[config.mk]
export PLATFORM = sky130hd
export DESIGN_NAME = maze_palette_sequencer
export DESIGN_NICKNAME = d
export VERILOG_FILES = /design/src/rtl/maze_palette_sequencer_pkg.sv /design/src/rtl/maze_palette_sequencer_phase_timer.sv /design/src/rtl/maze_palette_sequencer.sv
export SDC_FILE = /design/constraint.sdc
export NUM_CORES = 1
export LEC_CHECK = 0
export BUFFER_PORTS_ARGS = -buffer_cell sky130_fd_sc_hd__buf_2
export CORE_UTILIZATION = 46
export DETAILED_ROUTE_END_ITERATION = 10
export PLACE_DENSITY = 0.64
export SKIP_CTS_REPAIR_TIMING = 1
export SLEW_MARGIN = 5
export SYNTH_ARGS = -nofsm -noshare
export SYNTH_HDL_FRONTEND = slang
export SYNTH_SLANG_ARGS = --single-unit
[constraint.sdc]
create_clock -name clk -period 3.5 [get_ports clk]
set_clock_uncertainty 0.15 [all_clocks]
set_input_delay 0.7 -clock clk [delete_from_list [all_inputs] [get_ports clk]]
set_output_delay 0.7 -clock clk [all_outputs]
set_load 0.005 [all_outputs]
[src/rtl/maze_palette_sequencer_pkg.sv]
// Shared types, encodings and palette lookup for the maze colour scheduler.
package maze_palette_sequencer_pkg;

  localparam int unsigned RGB_W      = 8;
  localparam int unsigned PHASE_W    = 3;
  localparam int unsigned N_PORTIONS = 6;

  localparam logic MODE_BLINK  = 1'b1;
  localparam logic MODE_ROTATE = 1'b0;

  typedef enum logic {
    ST_RUN  = 1'b0,
    ST_HOLD = 1'b1
  } state_e;

  typedef logic [RGB_W-1:0] rgb_t;

  // Colour of wall portion idx for the given mode and committed phase.
  // BLINK lights portion idx when phase[1:0] == idx mod 3 (phase 3 is all black);
  // ROTATE lights the primary colour on the matching portion, alternate elsewhere.
  function automatic rgb_t portion_colour(input logic [2:0]         idx,
                                          input logic               mode,
                                          input logic [PHASE_W-1:0] phase);
    rgb_t       c;
    rgb_t       a;
    logic [1:0] m3;
    c  = RGB_W'(0);
    a  = RGB_W'(0);
    m3 = 2'd0;
    case (idx)
      3'd0:    begin c = 8'h92; a = 8'h0B; m3 = 2'd0; end
      3'd1:    begin c = 8'hD8; a = 8'h92; m3 = 2'd1; end
      3'd2:    begin c = 8'hD1; a = 8'h26; m3 = 2'd2; end
      3'd3:    begin c = 8'h26; a = 8'hD8; m3 = 2'd0; end
      3'd4:    begin c = 8'hAB; a = 8'hD1; m3 = 2'd1; end
      3'd5:    begin c = 8'h0B; a = 8'hD1; m3 = 2'd2; end
      default: begin c = RGB_W'(0); a = RGB_W'(0); m3 = 2'd0; end
    endcase
    if (mode == MODE_BLINK) begin
      return (phase[1:0] == m3) ? c : RGB_W'(0);
    end
    return (phase == idx) ? c : a;
  endfunction

endpackage

[src/rtl/maze_palette_sequencer_phase_timer.sv]
// maze_phase_timer: phase-step prescaler plus pending-advance flag.
//  clk, rst     clock, async active-low reset
//  run          1: prescaler counts 0..limit-1; 0: prescaler frozen, step sets pending
//  limit        cycles per phase step
//  clear        zero prescaler and pending (mode change)
//  ack          pending consumed by a phase commit this cycle
//  step         single-step request, honoured only while not running
//  pending_c    pending flag including a request raised this very cycle
module maze_phase_timer #(
  parameter int unsigned PRESC_W = 29
) (
  input  logic               clk,
  input  logic               rst,
  input  logic               run,
  input  logic [PRESC_W-1:0] limit,
  input  logic               clear,
  input  logic               ack,
  input  logic               step,
  output logic               pending_c
);

  logic [PRESC_W-1:0] presc_q;
  logic               pending_q;
  logic               terminal_c;
  logic               set_c;

  // Same-cycle requests are visible so a coincident frame_start can commit them.
  assign terminal_c = run && (presc_q == (limit - PRESC_W'(1)));
  assign set_c      = terminal_c || (!run && step);
  assign pending_c  = pending_q || set_c;

  always_ff @(posedge clk or negedge rst) begin
    if (!rst) begin
      presc_q   <= '0;
      pending_q <= 1'b0;
    end else if (clear) begin
      presc_q   <= '0;
      pending_q <= 1'b0;
    end else begin
      if (run) begin
        presc_q <= terminal_c ? '0 : presc_q + PRESC_W'(1);
      end
      // Multiple requests before a commit collapse into one advance.
      if (ack) begin
        pending_q <= 1'b0;
      end else if (set_c) begin
        pending_q <= 1'b1;
      end
    end
  end

endmodule

[src/rtl/maze_palette_sequencer.sv]
// maze_palette_sequencer: colour-cycling phase scheduler and registered pixel mux
// between maze_and_ball and the VGA RGB pins.
//  clk, rst             clock, async active-low reset
//  mode                 1=BLINK (4 phases), 0=ROTATE (8 phases); takes effect at frame_start
//  hold, step           freeze auto-advance / single-step while frozen
//  frame_start          VS pulse; the only instant phase or mode changes commit
//  blank, maze_en, maze_en_portions, ball_en, ball_rgb   pixel source inputs
//  rgb                  registered {R3,G3,B2} pixel
//  phase, phase_tick    committed phase and its change pulse
module maze_palette_sequencer
  import maze_palette_sequencer_pkg::*;
#(
  parameter int unsigned STEP_BLINK  = 134217728,
  parameter int unsigned STEP_ROTATE = 268435456,
  parameter int unsigned PRESC_W     = 29
) (
  input  logic                  clk,
  input  logic                  rst,
  input  logic                  mode,
  input  logic                  hold,
  input  logic                  step,
  input  logic                  frame_start,
  input  logic                  blank,
  input  logic                  maze_en,
  input  logic [N_PORTIONS-1:0] maze_en_portions,
  input  logic                  ball_en,
  input  logic [RGB_W-1:0]      ball_rgb,
  output logic [RGB_W-1:0]      rgb,
  output logic [PHASE_W-1:0]    phase,
  output logic                  phase_tick
);

  state_e               state_q;
  state_e               state_d;
  logic                 run_c;
  logic                 mode_q;
  logic [PHASE_W-1:0]   phase_q;
  logic                 tick_q;
  rgb_t                 rgb_q;
  logic                 pending_c;
  logic                 mode_chg_c;
  logic                 commit_c;
  logic [PRESC_W-1:0]   limit_c;
  logic [PHASE_W-1:0]   next_phase_c;
  rgb_t                 maze_rgb_c;
  rgb_t                 pix_c;

  // Mode change wins over a pending advance on the same frame_start.
  assign mode_chg_c   = frame_start && (mode != mode_q);
  assign commit_c     = frame_start && pending_c && !mode_chg_c;
  assign limit_c      = (mode_q == MODE_BLINK) ? PRESC_W'(STEP_BLINK) : PRESC_W'(STEP_ROTATE);
  assign next_phase_c = (mode_q == MODE_BLINK) ? {1'b0, phase_q[1:0] + 2'd1}
                                               : phase_q + PHASE_W'(1);

  maze_phase_timer #(
    .PRESC_W (PRESC_W)
  ) u_timer (
    .clk       (clk),
    .rst       (rst),
    .run       (run_c),
    .limit     (limit_c),
    .clear     (mode_chg_c),
    .ack       (commit_c),
    .step      (step),
    .pending_c (pending_c)
  );

  // RUN/HOLD state register.
  always_ff @(posedge clk or negedge rst) begin
    if (!rst) begin
      state_q <= ST_RUN;
    end else begin
      state_q <= state_d;
    end
  end

  // RUN/HOLD next state and run enable.
  always_comb begin
    state_d = state_q;
    run_c   = 1'b0;
    case (state_q)
      ST_RUN: begin
        run_c = 1'b1;
        if (hold) state_d = ST_HOLD;
      end
      ST_HOLD: begin
        if (!hold) state_d = ST_RUN;
      end
      default: state_d = ST_RUN;
    endcase
  end

  // Pixel mux; ascending scan lets the highest set portion win.
  always_comb begin
    maze_rgb_c = RGB_W'(0);
    for (int i = 0; i < N_PORTIONS; i++) begin
      if (maze_en_portions[i]) maze_rgb_c = portion_colour(3'(i), mode_q, phase_q);
    end
    pix_c = RGB_W'(0);
    if (blank)        pix_c = RGB_W'(0);
    else if (ball_en) pix_c = ball_rgb;
    else if (maze_en) pix_c = maze_rgb_c;
  end

  // Phase, mode and pixel registers.
  always_ff @(posedge clk or negedge rst) begin
    if (!rst) begin
      mode_q  <= MODE_ROTATE;
      phase_q <= '0;
      tick_q  <= 1'b0;
      rgb_q   <= RGB_W'(0);
    end else begin
      rgb_q  <= pix_c;
      tick_q <= mode_chg_c || commit_c;
      if (mode_chg_c) begin
        mode_q  <= mode;
        phase_q <= '0;
      end else if (commit_c) begin
        phase_q <= next_phase_c;
      end
    end
  end

  assign rgb        = rgb_q;
  assign phase      = phase_q;
  assign phase_tick = tick_q;

endmodule
==> impl_results.md, run 1 <==
* Status: complete, no violations
* Asr flop ratio synth at 100%
* Reg-to-reg slack, setup at ~0.9 ns
* Setup TNS at 0 ns
* Critical Path Start Type: flop
* Layout area overhead at 11.2%
* R2r endpoint: u_timer.presc_q[17]
* Worst hold endpoint: state_q
* Final non-filler cell total at 392
* Period Utilization, post-route at approximately 75%
* DRT iter0 DRCs at slightly above 80
* Via/cell ratio at 5.66
* Sink Count at 44
* Mapped Cells at 290
* DRC at 0
* HPWL after DPL at about 4.2 mm
* Port bufs at 34
* Worst-case vdd ir drop at 0.198 mV
* Worst-path maximum fanout at 23
* Gr usage total at between 20% and 30%
* Root Driver: clkbuf_8
* Max-cap violation count at 0
* Starting Density at just under 50%
* Worst r2r src: mode_q
* Final hold viol count at 0
* Placement Cell Area at approximately 0.0029 sq mm
* Top-count cell post-synth: dfrtp_1
* Vias in the first global route at 2064
* Critical Path AT at ~2.6 ns
* Seq/Total Area, Yosys at 40.8%
* Static leakage at about 1.2 nW
* Critical path class: flop to flop
* Worst reg2reg path depth at 5
* Avg Synthesized Cell Area at 9.31 sq um
* Clock transition at path regs at around 0.080 ns
* Synth area leaders: dfrtp_1, xnor2_1, nor2_1
* # diodes at 0
* Clk_lat worst skew at approximately 0.3 ns
* Worst hold start: hold
* Top_reg_cell synth: dfrtp_1
* Hold depth at 1
* Metal2 WL at approximately 2.6 mm
* WL/cell at 15.0 um
* First-pass GRT wire length at about 10 mm
* Critical path required time at ~3.5 ns
* Placed Cells at 385
* Syn nets at between 300 and 400
* Comb power frac at a little over a fifth
* Top cell type's share of synthesized area at around 41%
* Internal power at a little over 800 uW
* Final Critical Period at ~2.6 ns
* Uppermost layer routed: met4
* Placeable Area at 0.00557 sq mm
* Post-synth top cells: dfrtp_1, nor2_1, nand2_1, xnor2_1, a21oi_1
* Die ar. at ~0.0062 sq mm
* Net Switching at 361 uW
* Final setup vio count at 0
* CTS H-tree depth at 2
* Synthesized cell area at around 0.0027 sq mm
* Row cnt at 27
* Setup crit end kind: flop
* RSZ-0062 raised after global routing: false
* Nets at ~350
* Largest net degree at the start of global routing at 45
* CTS Buffer Depth at 2
* CTS tree: built
* Number of distinct library cells after synthesis at 64
* Routed wl met3 at 246 um
* Routed Antenna Nets at 0
* Pins Over Slew Limit at 0
* F_max at approximately 380 MHz
* Net Sw Frac at between 30% and 40%
* DR vias at between 2000 and 2500
* 1st-pass router iterations at 4
* Power Density at 393 mW/mm^2
* Layout cells sized above 1 at 18.8%
* Post-route cell area at ~0.003 sq mm
* # IOs at 35
* Largest area contributor in the netlist: dfrtp_1
* GRT Residual Overflow at 0
* Antenna violations before repair at 0
* Die span in y at about 79 um
* Slew at the pin with the worst max-slew slack at between 0.9 and 1 ns
* Slew Limit Headroom at 35.9%
* M1 WL at slightly below 3 mm
* Reg power frac at between 40% and 50%
* Clock share of power at slightly below 30%
* Die Wd at about 80 um
* Routability cong. at 0.903
* Yosys reg bits at 44
* Worst Hold Class: input port to flop
* Yosys warnings at 0
* Routed wire length at approximately 5.9 mm
* Post-synth EDFFs at 0
* Total CTS buffers at 5
[worst max-delay path, cell delays in order (launching register included)]
cell	delay, ns
dfrtp_1	0.74
xnor2_1	0.16
nor4_2	0.35
nand3_1	0.28
nand2_1	0.66
nor2_1	0.13
[how the worst max path moves through the flow]
stage | start | endpoint | cells after the start
2_1_floorplan | maze_en_portions[1] | rgb[0] | 5
3_3_place_gp | mode_q | u_timer.presc_q[25] | 5
3_5_place_dp | mode_q | u_timer.presc_q[17] | 5
4_1_cts | mode_q | u_timer.presc_q[17] | 5
5_1_grt | mode_q | u_timer.presc_q[17] | 5
6_report | mode_q | u_timer.presc_q[17] | 5
[registers in the layout (all words and copies together), names as in the netlist]
register / flops
phase: 3
u_timer.presc_q: 29
mode_q: 1
phase_tick: 1
state_q: 1
u_timer.pending_q: 1
rgb: 8
[cells by family (layout without fill, tap and decap cells)]
group / after synthesis / in the layout / synth area share [%]
AO/OA/AOI/OAI: 58 / 58 / 15.1
flip-flops: 44 / 44 / 40.8
multiplexers: 5 / 5 / 1.95
adder cells (fa/ha/maj): 6 / 6 / 2.78
buffers and inverters: 23 / 53 / 3.80
XOR/XNOR: 24 / 24 / 8.48
AND/OR/NAND/NOR: 130 / 130 / 27.1
[placed cells by master (no fill, tap or decap), types with 6 or more instances in the layout]
cell | Yosys | layout
buf_2 | 4 | 34
nand3_1 | 12 | 12
inv_1 | 10 | 10
a21oi_1 | 19 | 19
clkbuf_8 | 0 | 7
nor3_1 | 12 | 12
nor2_1 | 31 | 31
ha_1 | 6 | 6
xnor2_1 | 22 | 22
nor4_1 | 6 | 6
dfrtp_1 | 44 | 44
nand2_1 | 25 | 25
[through the flow]
step                worst slack [ns]  total power [mW]  hold slack, ns  util [%]
finish                         0.875              1.18           0.351      53.9
global placement               0.964             0.841           0.378      52.1
CTS                            0.827              1.19           0.348      53.9
detailed placement             0.845             0.845           0.386      52.1
global route                   0.637              1.25           0.337      53.9
floorplan                       1.39             0.755           0.254         -
[power groups by stage]
stage / sequential, mW / clock, mW / combinational (mW)
after global placement: 0.596 / 0 / 0.246
after detailed placement: 0.597 / 0 / 0.248
after global routing: 0.592 / 0.376 / 0.278
final: 0.586 / 0.343 / 0.249
after CTS: 0.587 / 0.352 / 0.250
after floorplan: 0.584 / 0 / 0.171
[final cells by class]
cell class / instances / area, sq um
fill: 548 / 2570
multi-input combinational: 223 / 1500
sequential: 44 / 1100
timing repair buffer: 35 / 178
clock buffer: 7 / 96.3
tap: 72 / 90.1
inverter: 11 / 41.3
[per-layer routing]
layer | vias to the layer above | global-route usage [%]
li1 | 1111 | -
met1 | 1043 | 29.3
met2 | 56 | 30.6
met3 | 10 | 2.79
met4 | 0 | 8.15
met5 | - | 0
(Power assumes the default switching activity.)
==> run 2: changes to the inputs <==
==> constraint.sdc (replaced) <==
create_clock -name clk -period 2.5 [get_ports clk]
set_clock_uncertainty 0.15 [all_clocks]
set_input_delay 0.5 -clock clk [delete_from_list [all_inputs] [get_ports clk]]
set_output_delay 0.5 -clock clk [all_outputs]
set_load 0.005 [all_outputs]
==> impl_results.md, run 2 (synthesis results as in run 1) <==
* CTS H-tree depth at 2
* F_max at about 430 MHz
* Most frequent cells in the layout: dfrtp_1, buf_2, nor2_1
* Die ar. at 0.00618 sq mm
* Commonest non-fill, non-tap cell in the layout: dfrtp_1
* Gr usage total at 21.5%
* DRC at 0
* Setup ws final at approximately 0.15 ns
* GRT Residual Overflow at 0
* CTS tree: built
* Largest delay share family, worst path: compound AO/OA/AOI/OAI gates
* Vias in the first global route at about 2200
* Worst reg2reg path depth at 6
* Final non-filler cell total at ~400
* Placed Cells at 390
* Slew Limit Headroom at 52.1%
* WL/cell at roughly 15 um
* Crit path cell chain: inv_1 > ha_1 > a211o_1 > a2111oi_0 > a211oi_1 > o41ai_1
* Period Utilization, post-route at about 94%
* Final hold viol count at 0
* First-pass GRT wire length at between 10 and 15 mm
* Port bufs at 34
* DR vias at approximately 2200
* Placeable Area at 0.00557 sq mm
* Total CTS buffers at 5
* Final Critical Period at roughly 2.3 ns
* Routed Antenna Nets at 0
* Critical Path Start Type: flop
* Crit path buf inv count at 1
* Reg area at 0.00110 sq mm
* Via/cell ratio at 5.56
* Pins Over Slew Limit at 0
* Clk_lat worst skew at about 0.30 ns
* Status: complete, no violations
* Critical path required time at between 2 and 3 ns
* Layout area overhead at 12.8%
* Largest net degree at the start of global routing at 24
* Worst r2r src: phase[0]
* Die span in y at around 79 um
* 1st-pass router iterations at 4
* Routability cong. at approximately 0.9
* Power Density at 538 mW/mm^2
* DRT iter0 DRCs at roughly 120
* # IOs at 35
* Die Wd at 78.6 um
* Critical Path AT at about 2.4 ns
* Worst-case vdd ir drop at 0.288 mV
* Critical path class: flop to flop
* Setup TNS at 0 ns
* Cell at the slowest stage of the critical path: dfrtp_1
* Root Driver: clkbuf_8
* Slew at the pin with the worst max-slew slack at around 0.72 ns
* Setup crit end kind: flop
* Multi-input logic area at between 0.001 and 0.0015 sq mm
* Number of flip-flops in the largest register at 29
* Final setup vio count at 0
* Layout cells sized above 1 at between 15 and 20%
* Worst Hold Class: input port to asynchronous set/reset pin
* Antenna violations before repair at 0
* Reg-to-reg slack, setup at ~0.15 ns
* RSZ-0062 raised after global routing: false
* Starting Density at between 40% and 50%
* # fillers at 532
* # diodes at 0
* Row cnt at 27
* R2r endpoint: rgb[0]
* Sink Count at between 40 and 50
* Routed wire length at 5.90 mm
* Max-cap violation count at 0
* CTS Buffer Depth at 2
* Largest Register: u_timer.presc_q
* Pre-CTS setup slack at 0.185 ns
* Static leakage at 1.27 nW
* Slowest Stage Delay on Critical Path at ~0.46 ns
* Worst-path maximum fanout at 6
* Nets at 354
* Clock transition at path regs at roughly 0.080 ns
* HPWL after DPL at around 4.3 mm
* Overall power at approximately 1.6 mW
-- run 2: worst max-delay path by stage --
| stage | start | to | slack, ns | cells past startpoint |
|---|---|---|---|---|
| 2_1_floorplan | phase[0] | rgb[0] | 0.48 | 6 |
| 3_3_place_gp | phase[0] | rgb[0] | 0.24 | 6 |
| 3_5_place_dp | phase[0] | rgb[0] | 0.18 | 6 |
| 4_1_cts | phase[0] | rgb[0] | 0.13 | 6 |
| 5_1_grt | phase[0] | rgb[0] | 0.008 | 6 |
| 6_report | phase[0] | rgb[0] | 0.15 | 6 |
-- run 2: per-stage QoR --
| stage | cell area, sq um | hold WS, ns | util [%] |
|---|---|---|---|
| 2_1_floorplan | 2700 | 0.0544 | - |
| 3_3_place_gp | 2960 | 0.356 | 53.0 |
| 3_5_place_dp | 2960 | 0.349 | 53.0 |
| 4_1_cts | 3050 | 0.0190 | 54.7 |
| 5_1_grt | 3050 | 0.0335 | 54.7 |
| 6_report | 3050 | 0.00737 | 54.7 |
-- run 2: power by group --
part | internal (mW) | switching, mW
clock network | 0.226 | 0.236
logic | 0.152 | 0.212
registers | 0.756 | 0.0583
total | 1.13 | 0.507
-- run 2: layout make-up --
cell class | count | share of cell area, %
clock buffer | 8 | 2.96
sequential | 44 | 36.1
timing repair buffer | 40 | 7.47
inverter | 11 | 1.36
multi-input combinational | 223 | 49.1
tap | 72 | 2.96
-- run 2: layer usage --
| metal | GRT usage [%] | wire (um) | up-vias |
|---|---|---|---|
| li1 | - | - | 1120 |
| met1 | 30.4 | 3040 | 1043 |
| met2 | 32.0 | 2530 | 42 |
| met3 | 4.77 | 238 | 6 |
| met4 | 7.96 | 92 | 0 |
| met5 | 0 | 0 | - |
==> run 3: changes to the inputs <==
--- a/config.mk
+++ b/config.mk
@@ -6,9 +6,9 @@
 export NUM_CORES = 1
 export LEC_CHECK = 0
 export BUFFER_PORTS_ARGS = -buffer_cell sky130_fd_sc_hd__buf_2
-export CORE_UTILIZATION = 46
+export CORE_UTILIZATION = 25
 export DETAILED_ROUTE_END_ITERATION = 10
-export PLACE_DENSITY = 0.64
+export PLACE_DENSITY = 0.39
 export SKIP_CTS_REPAIR_TIMING = 1
 export SLEW_MARGIN = 5
 export SYNTH_ARGS = -nofsm -noshare
==> impl_results.md, run 3 (synthesis results as in run 1) <==
* Routability cong. at 0.771
* Setup TNS at 0 ns
* 1st-pass router iterations at 5
* Status: complete, no violations
* Number of flip-flops in the largest register at 29
* Starting Density at 25.9%
* Vias in the first global route at approximately 2300
* # diodes at 0
* Worst-path maximum fanout at 6
* Gr usage total at 13.0%
* Internal power at about 1.2 mW
* Routed Antenna Nets at 0
* Placeable Area at 0.0104 sq mm
* Slew at the pin with the worst max-slew slack at a little under 0.5 ns
* Critical Path Start Type: flop
* Via/cell ratio at 4.96
* Antenna violations before repair at 0
* Final setup vio count at 0
* CTS tree: built
* Crit path cell chain: inv_1 > ha_1 > a211o_1 > a2111oi_0 > a211oi_1 > o41ai_1
* Critical Path AT at about 2.3 ns
* DR vias at between 2000 and 2500
* Most frequent cells in the layout: dfrtp_1, buf_2, nor2_1
* Root Driver: clkbuf_8
* Die span in y at roughly 110 um
* Reg power frac at ~47%
* Clock share of power at roughly a third
* Reg-to-reg slack, setup at 0.25 ns
* Power Density at 552 mW/mm^2
* Final Critical Period at approximately 2.2 ns
* RSZ-0062 raised after global routing: false
* Routed wire length at 7.06 mm
* Row cnt at 37
* Post-route cell area at around 0.0032 sq mm
* Cell at the slowest stage of the critical path: a2111oi_0
* Comb power frac at between 20% and 30%
* Pins Over Slew Limit at 0
* Largest Register: u_timer.presc_q
* Die ar. at around 0.011 sq mm
* Overall power at between 1.5 and 2 mW
* First-pass GRT wire length at ~11 mm
* # IOs at 35
* Routed wl met3 at between 200 and 300 um
* Largest delay share family, worst path: compound AO/OA/AOI/OAI gates
* Port bufs at 34
* Crit path buf inv count at 1
* Largest net degree at the start of global routing at 45
* Layout cells sized above 1 at a little over a fifth
* Net Switching at around 540 uW
* Slew Limit Headroom at roughly 67%
* Sink Count at 44
* Commonest non-fill, non-tap cell in the layout: dfrtp_1
* CTS Buffer Depth at 2
* Total CTS buffers at 5
* Critical path required time at 2.55 ns
* Slowest Stage Delay on Critical Path at between 0.4 and 0.5 ns
* Clock transition at path regs at about 0.09 ns
* Die Wd at between 100 and 150 um
* Worst-case vdd ir drop at ~0.24 mV
* Setup crit end kind: flop
* WL/cell at ~15 um
* F_max at 445 MHz
* Static leakage at 1.30 nW
* Final hold viol count at 0
* DRT iter0 DRCs at 94
* Uppermost layer routed: met4
* Worst Hold Class: input port to asynchronous set/reset pin
* DRC at 0
* Layout area overhead at 17.6%
* Clk_lat worst skew at ~0.30 ns
* GRT Residual Overflow at 0
* Nets at around 360
* Metal2 WL at 3.40 mm
* M1 WL at roughly 3.3 mm
* CTS H-tree depth at 2
* Period Utilization, post-route at between 80% and 90%
* Critical path class: flop to flop
* HPWL after DPL at about 5.1 mm
* Max-cap violation count at 0
* Net Sw Frac at between 30% and 40%
* Placement Cell Area at between 0.003 and 0.004 sq mm
run 3: area by class of cell:
class | instances | area [sq um]
fill | 1128 | 7240
clock inverter | 2 | 35.0
clock buffer | 6 | 72.6
sequential | 44 | 1100
tap | 136 | 170
multi-input combinational | 223 | 1500
timing repair buffer | 44 | 258
inverter | 11 | 41.3
run 3: path summary, 6_finish.rpt:
check | end | from | cells past startpoint
setup / recovery | rgb[0] | phase[0] | 6
hold / removal | rgb[1] | rst | 2
setup reg to reg | rgb[0] | phase[0] | 6
hold reg to reg | u_timer.presc_q[28] | u_timer.presc_q[28] | 2
max in group asynchronous | state_q | rst | 2
min in group clk | state_q | hold | 1
run 3: power by group through the flow:
stage                     Combinational [mW]  Sequential, mW  Clock (mW)
after detailed placement               0.385           0.830           0
after global placement                 0.392           0.829           0
after global routing                   0.423           0.824       0.599
after floorplan                        0.239           0.818           0
final                                  0.381           0.815       0.554
after CTS                              0.387           0.815       0.580
run 3: through the flow:
step           hold WS (ns)  setup WS [ns]  std cells  util (%)
6_report             0.0152          0.253        466      30.5
5_1_grt              0.0374         0.0808        466      30.5
4_1_cts              0.0274          0.235        466      30.5
3_5_place_dp          0.362          0.228        458      29.4
3_3_place_gp          0.363          0.243        458      29.4
2_1_floorplan        0.0544          0.476        290         -
run 3: layer usage:
metal	up-vias	track usage, %
met3	11	2.02
met5	-	0
met1	1123	15.8
met4	0	4.86
met2	51	22.8
li1	1125	-
run 3: worst reg2reg max path: stages (launching register included):
cell       delay, ns
dfrtp_1         0.43
inv_1           0.10
ha_1            0.26
a211o_1         0.33
a2111oi_0       0.44
a211oi_1        0.10
o41ai_1         0.33
